==> src/rtl/seq_restoring_divider_pkg.sv <==
// Shared arithmetic-unit constants: divider FSM encoding and default operand width
// (the default width is common to the divider and the Dadda multiplier).
package seq_restoring_divider_pkg;

  localparam int DEFAULT_WIDTH = 8;

  typedef enum logic [1:0] {
    IDLE = 2'b00,
    RUN  = 2'b01,
    FIN  = 2'b10
  } div_state_e;

endpackage

==> src/rtl/seq_restoring_divider_if.sv <==
// Start/done handshake and operand/result bus between the operand registers,
// the divider and the result mux.
interface seq_restoring_divider_if #(
  parameter int WIDTH = seq_restoring_divider_pkg::DEFAULT_WIDTH
);

  logic             start;
  logic [WIDTH-1:0] dividend;
  logic [WIDTH-1:0] divisor;
  logic             busy;
  logic             done;
  logic [WIDTH-1:0] quotient;
  logic [WIDTH-1:0] remainder;
  logic             div_by_zero;

  modport master (
    output start, dividend, divisor,
    input  busy, done, quotient, remainder, div_by_zero
  );

  modport slave (
    input  start, dividend, divisor,
    output busy, done, quotient, remainder, div_by_zero
  );

endinterface

==> src/rtl/seq_restoring_divider_div_trial_sub.sv <==
// Trial subtractor P - {0,divisor}: ripple of full adders, divisor inverted, carry-in 1.
// Purely combinational; the sign bit of the WIDTH+1-bit result becomes the non-negative flag.
module div_trial_sub
  import seq_restoring_divider_pkg::*;
#(
  parameter int WIDTH = DEFAULT_WIDTH
) (
  input  logic [WIDTH:0]   p_i,
  input  logic [WIDTH-1:0] divisor_i,
  output logic [WIDTH-1:0] diff_o,
  output logic             nonneg_o
);

  logic [WIDTH:0] b_inv;
  logic [WIDTH:0] sum;
  logic [WIDTH:0] carry;

  assign b_inv    = ~{1'b0, divisor_i};
  assign carry[0] = 1'b1;

  for (genvar i = 0; i <= WIDTH; i++) begin : g_fa
    assign sum[i] = p_i[i] ^ b_inv[i] ^ carry[i];
    if (i < WIDTH) begin : g_carry
      assign carry[i+1] = (p_i[i] & b_inv[i]) | (p_i[i] & carry[i]) | (b_inv[i] & carry[i]);
    end
  end

  // |T| < 2^WIDTH always holds, so the top sum bit is a true sign bit.
  assign diff_o   = sum[WIDTH-1:0];
  assign nonneg_o = ~sum[WIDTH];

endmodule

==> src/rtl/seq_restoring_divider.sv <==
// Unsigned restoring divider, one quotient bit per cycle; done pulses WIDTH+1 cycles after
// start (1 cycle for divide-by-zero). Start is ignored while busy; accepted in IDLE or FIN.
module seq_restoring_divider
  import seq_restoring_divider_pkg::*;
#(
  parameter int WIDTH = DEFAULT_WIDTH
) (
  input  logic                    clk,
  input  logic                    rst,
  seq_restoring_divider_if.slave  bus
);

  localparam int CW = $clog2(WIDTH + 1);

  div_state_e       state_q, state_d;
  logic [WIDTH-1:0] p_q, p_d;
  logic [WIDTH-1:0] q_q, q_d;
  logic [WIDTH-1:0] dvsr_q, dvsr_d;
  logic [CW-1:0]    cnt_q, cnt_d;
  logic [WIDTH-1:0] quot_q, quot_d;
  logic [WIDTH-1:0] rem_q, rem_d;
  logic             dbz_q, dbz_d;

  logic [WIDTH:0]   p_shift;
  logic [WIDTH-1:0] trial_diff;
  logic             trial_nonneg;
  logic [WIDTH-1:0] p_nxt;
  logic [WIDTH-1:0] q_nxt;

  // P stays below the divisor between iterations, so WIDTH bits hold it; only the
  // shifted value needs the extra bit.
  assign p_shift = {p_q, q_q[WIDTH-1]};

  div_trial_sub #(.WIDTH(WIDTH)) u_trial (
    .p_i       (p_shift),
    .divisor_i (dvsr_q),
    .diff_o    (trial_diff),
    .nonneg_o  (trial_nonneg)
  );

  assign p_nxt = trial_nonneg ? trial_diff : p_shift[WIDTH-1:0];
  assign q_nxt = {q_q[WIDTH-2:0], trial_nonneg};

  always_comb begin
    state_d = state_q;
    p_d     = p_q;
    q_d     = q_q;
    dvsr_d  = dvsr_q;
    cnt_d   = cnt_q;
    quot_d  = quot_q;
    rem_d   = rem_q;
    dbz_d   = dbz_q;
    case (state_q)
      RUN: begin
        p_d   = p_nxt;
        q_d   = q_nxt;
        cnt_d = cnt_q - CW'(1);
        if (cnt_q == CW'(1)) begin
          state_d = FIN;
          quot_d  = q_nxt;
          rem_d   = p_nxt;
          dbz_d   = 1'b0;
        end
      end
      default: begin
        state_d = IDLE;
        if (bus.start) begin
          if (bus.divisor != '0) begin
            p_d     = '0;
            q_d     = bus.dividend;
            dvsr_d  = bus.divisor;
            cnt_d   = CW'(WIDTH);
            state_d = RUN;
          end else begin
            quot_d  = '1;
            rem_d   = bus.dividend;
            dbz_d   = 1'b1;
            state_d = FIN;
          end
        end
      end
    endcase
  end

  always_ff @(posedge clk) begin
    if (rst) begin
      state_q <= IDLE;
      p_q     <= '0;
      q_q     <= '0;
      dvsr_q  <= '0;
      cnt_q   <= '0;
      quot_q  <= '0;
      rem_q   <= '0;
      dbz_q   <= 1'b0;
    end else begin
      state_q <= state_d;
      p_q     <= p_d;
      q_q     <= q_d;
      dvsr_q  <= dvsr_d;
      cnt_q   <= cnt_d;
      quot_q  <= quot_d;
      rem_q   <= rem_d;
      dbz_q   <= dbz_d;
    end
  end

  assign bus.busy        = (state_q == RUN);
  assign bus.done        = (state_q == FIN);
  assign bus.quotient    = quot_q;
  assign bus.remainder   = rem_q;
  assign bus.div_by_zero = dbz_q;

endmodule

==> src/flat_wrapper.sv <==
// flat-port wrapper written by rule: the top's interface ports become plain ports
module seq_restoring_divider_flat import seq_restoring_divider_pkg::*;
#(
  parameter int WIDTH = DEFAULT_WIDTH
)
  (clk, rst, bus_start, bus_dividend, bus_divisor, bus_busy, bus_done, bus_quotient, bus_remainder, bus_div_by_zero);
  seq_restoring_divider_if #(.WIDTH(WIDTH)) bus_i ();
  input  logic clk;
  input  logic rst;
  input wire logic [$bits(bus_i.start)-1:0] bus_start;
  input wire logic [$bits(bus_i.dividend)-1:0] bus_dividend;
  input wire logic [$bits(bus_i.divisor)-1:0] bus_divisor;
  output wire logic [$bits(bus_i.busy)-1:0] bus_busy;
  output wire logic [$bits(bus_i.done)-1:0] bus_done;
  output wire logic [$bits(bus_i.quotient)-1:0] bus_quotient;
  output wire logic [$bits(bus_i.remainder)-1:0] bus_remainder;
  output wire logic [$bits(bus_i.div_by_zero)-1:0] bus_div_by_zero;
  assign bus_i.start = bus_start;
  assign bus_i.dividend = bus_dividend;
  assign bus_i.divisor = bus_divisor;
  assign bus_busy = bus_i.busy;
  assign bus_done = bus_i.done;
  assign bus_quotient = bus_i.quotient;
  assign bus_remainder = bus_i.remainder;
  assign bus_div_by_zero = bus_i.div_by_zero;
  seq_restoring_divider #(.WIDTH(WIDTH)) u_core (.clk(clk), .rst(rst), .bus(bus_i));
endmodule
==> config.mk <==
export PLATFORM = sky130hd
export DESIGN_NAME = seq_restoring_divider_flat
export DESIGN_NICKNAME = d
export VERILOG_FILES = /design/src/rtl/seq_restoring_divider_pkg.sv /design/src/rtl/seq_restoring_divider_if.sv /design/src/rtl/seq_restoring_divider_div_trial_sub.sv /design/src/rtl/seq_restoring_divider.sv /design/src/flat_wrapper.sv
export SDC_FILE = /design/constraint.sdc
export NUM_CORES = 1
export LEC_CHECK = 0
export BUFFER_PORTS_ARGS = -buffer_cell sky130_fd_sc_hd__buf_2
export CAP_MARGIN = 0
export CORE_ASPECT_RATIO = 1.25
export CORE_MARGIN = 4
export CORE_UTILIZATION = 35
export CTS_BUF_LIST = sky130_fd_sc_hd__clkbuf_4 sky130_fd_sc_hd__clkbuf_8 sky130_fd_sc_hd__clkbuf_16
export DETAILED_ROUTE_END_ITERATION = 16
export PLACE_DENSITY = 0.53
export SLEW_MARGIN = 5
export SYNTH_ARGS = -nofsm -noshare
export SYNTH_HDL_FRONTEND = slang
export SYNTH_SLANG_ARGS = --single-unit
==> constraint.sdc <==
create_clock -name clk -period 4.54 [get_ports clk]
set_input_delay 1.135 -clock clk [delete_from_list [all_inputs] [get_ports clk]]
set_output_delay 1.135 -clock clk [all_outputs]
set_load 0.1 [all_outputs]
==> results.sh <==
export IMPL_grt_ovfl_total=0
export IMPL_async_reset_ff_frac=0
export IMPL_clk_pin_slew_ps=100
export IMPL_crit_type="reg -> reg"
export IMPL_ff2ff_path_depth=15
export IMPL_initial_core_util=0.366
export IMPL_end_kind="flip-flop"
export IMPL_antennaDiodeCount=0
export IMPL_r2r_end="u_core.bus.remainder[5]$_SDFFE_PP0P_"
export IMPL_rsz0062_at_grt="false"
export IMPL_postSynthAreaPerCell_sq_um=9.39
export IMPL_finalNonFillerCells=344
export IMPL_dieArea_sq_um=7440
export IMPL_first_iter_violations=100
export IMPL_synth_top_area_share=0.439
export IMPL_drive_above_1_share=0.279
export IMPL_reg2reg_slack_ps=180
export IMPL_leakagePower_uw=0.00103
export IMPL_drt_wl_total_microns=5400
export IMPL_worst_pin_slew_ps=742
export IMPL_dp_cells=335
export IMPL_clk_latency_ps=300
export IMPL_synthCells=228
export IMPL_clk_path_buf_depth=2
export IMPL_start_kind="flip-flop"
export IMPL_fin_nets=290
export IMPL_fin_total_pwr_uw=1100
export IMPL_cts_sinks=47
export IMPL_grt_start_max_net_pins=31
export IMPL_multi_input_area_sq_um=1110
export IMPL_finClkSkew_ps=12.7
export IMPL_ff_latch_area_sq_um=942
export IMPL_ios=38
export IMPL_cts_tree="built"
export IMPL_worstHoldEndpoint="u_core.q_q[6]$_SDFFE_PP0P_"
export IMPL_coreArea_sq_um=5860
export IMPL_gp_congestion=0.716
export IMPL_track_usage=0.152
export IMPL_max_cap_viol_count=0
export IMPL_h_tree_depth=2
export IMPL_port_buffer_count=37
export IMPL_ir_drop_mv=0.274
export IMPL_fmax_ghz=0.230
export IMPL_timing_rr_start="u_core.q_q[7]$_SDFFE_PP0P_"
export IMPL_cts_inserted_buffers=5
export IMPL_rows=31
export IMPL_yosys_warnings=0
export IMPL_syn_area_sq_um=2140
export IMPL_area_growth_pct=18.8
export IMPL_synth_top_cell_by_area="dfxtp_1"
export IMPL_grt_pass1_wl_microns=8870
export IMPL_arrival_ps=4590
export IMPL_synth_edf_count=0
export IMPL_via_count=1833
export IMPL_hpwl_microns=3840
export IMPL_setup_tns_ps=0
export IMPL_slew_viol_final=0
export IMPL_cts_root_buffer="clkbuf_8"
export IMPL_min_from="u_core.q_q[6]$_SDFFE_PP0P_"
export IMPL_power_density_nw_per_um2=434
export IMPL_synth_main_ff_cell="dfxtp_1"
export IMPL_wl_per_cell_microns=15.7
export IMPL_hold_class="reg -> reg"
export IMPL_vias_per_cell=5.33
export IMPL_grt_pass1_vias=1822
export IMPL_synth_most_common_cell="dfxtp_1"
export IMPL_whs_ps=466
export IMPL_max_slew_margin_rel=0.505
export IMPL_fin_crit_ps=4360
export IMPL_finalSetupViolCount=0
export IMPL_ys_types=41
export IMPL_hold_depth=2
export IMPL_hold_viol_final=0
export IMPL_final_fill_count=604
export IMPL_timing_final_crit_share=0.959
export IMPL_die_y_microns=95.5
export IMPL_firstDrtPassIters=4
export IMPL_synth_nets=257
export IMPL_dieWidth_microns=78.0
export IMPL_ys_seq_area_frac=0.439
export IMPL_yosys_register_bits=47
export IMPL_critPathRequiredTime_ps=4780
export IMPL_critPathMaxFanout=17
export IMPL_antenna_left=0
export IMPL_status="complete, no violations"
export IMPL_drc=0
export IMPL_ys_top_cells_by_area="dfxtp_1 44%, fa_1 6.5%, nand2_1 4.7%"
export IMPL_synthTopCellsByCount="47 x dfxtp_1, 27 x nand2_1, 20 x a21oi_1"
export IMPL_antenna_found_initial=0
registers in the layout, indices dropped and copies added, names as in the netlist:
signal,cells
u_core.cnt_q,4
u_core.bus.quotient,8
u_core.bus.remainder,8
u_core.q_q,8
u_core.bus.div_by_zero,1
u_core.state_q,2
u_core.dvsr_q,8
u_core.p_q,8
layout by cell type, fill, tap and decap left out, drive strengths merged:
master and n:
dfxtp 47, buf 41, nand2 28, a21oi 20, nor2 13, inv 11, a31oi 10, o211ai 9
o31ai 8, a22oi 8, o2bb2ai 8, o21ai 8, fa 7, nor3 6, o221a 5, clkbuf 5
ha 3, nor4 3, a211oi 3, clkinv 3, or4 2, and2 2, o21a 2, nand2b 1
nor2b 1, a21boi 1, nor4b 1, nand4 1, xnor2 1, and4 1, and3 1, a21o 1
bufinv 1
logic make-up (layout without fill, tap and decap cells):
| family | Yosys count | count (layout) | synth area share |
|---|---|---|---|
| flops | 47 | 47 | 0.439 |
| xor+xnor | 1 | 1 | 0.00409 |
| buf+inv | 27 | 61 | 0.0572 |
| compound gates | 83 | 83 | 0.276 |
| simple gates | 60 | 60 | 0.140 |
| fa+ha+maj | 10 | 10 | 0.0829 |
critical path, cell delays in order, from the launching register on:
cell and delay, ps:
dfxtp_2 350, inv_1 40, ha_1 200, fa_2 400
fa_2 400, fa_2 420, fa_2 420, fa_2 410
fa_2 410, fa_2 440, xnor2_4 160, buf_12 150
nand2_1 60, o211ai_1 80, buf_4 190, a31oi_1 150
per-layer routing:
layer | up-vias | routed length, microns | track usage
met3 | 8 | 249 | 0.0284
met4 | 0 | 93 | 0.0539
met5 | - | 0 | 0
met2 | 47 | 2640 | 0.265
met1 | 879 | 2410 | 0.187
li1 | 899 | - | -
worst max-delay path by stage:
stage                                     from                              endpoint  slack [ps]  cells past startpoint
global route        u_core.q_q[7]$_SDFFE_PP0P_  u_core.bus.remainder[5]$_SDFFE_PP0P_          30                     15
CTS                 u_core.q_q[7]$_SDFFE_PP0P_            u_core.p_q[5]$_SDFFE_PP0P_          20                     15
global placement    u_core.q_q[7]$_SDFFE_PP0P_  u_core.bus.remainder[5]$_SDFFE_PP0P_        -100                     13
floorplan           u_core.q_q[7]$_SDFFE_PP0P_  u_core.bus.remainder[6]$_SDFFE_PP0P_          30                     14
finish              u_core.q_q[7]$_SDFFE_PP0P_  u_core.bus.remainder[5]$_SDFFE_PP0P_         180                     15
detailed placement  u_core.q_q[7]$_SDFFE_PP0P_  u_core.bus.remainder[5]$_SDFFE_PP0P_        -180                     13
metrics by stage:
stage                      util  setup WS, ps  instance area (sq um)
after floorplan               -          31.4                   2170
after global placement    0.411         -98.3                   2410
after detailed placement  0.411          -177                   2410
after CTS                 0.433          21.2                   2530
after global routing      0.435          28.1                   2540
final                     0.435           184                   2540
repair_timing:
action	4_1_cts	5_1_grt
setup buffers	1	0
gates cloned	0	0
setup endpoints to repair	18	18
gates resized for setup	3	4
pin swaps	2	1
hold buffers	0	0
final cells by class:
cell class              count  area share
clock buffers               5      0.0270
clock inverters             3      0.0172
inverters                  12      0.0177
multi-input cells         154       0.438
flip-flops and latches     47       0.370
well taps                  82      0.0403
repair buffers             41      0.0895
report_power, final:
group | internal, uW | switching [uW] | total (uW) | leakage [uW]
sequential | 446 | 28.0 | 474 | 0.000384
combinational | 130 | 189 | 319 | 0.000583
clock | 164 | 147 | 311 | 0.0000581
total | 740 | 364 | 1100 | 0.00103
(Power assumes the default switching activity.)
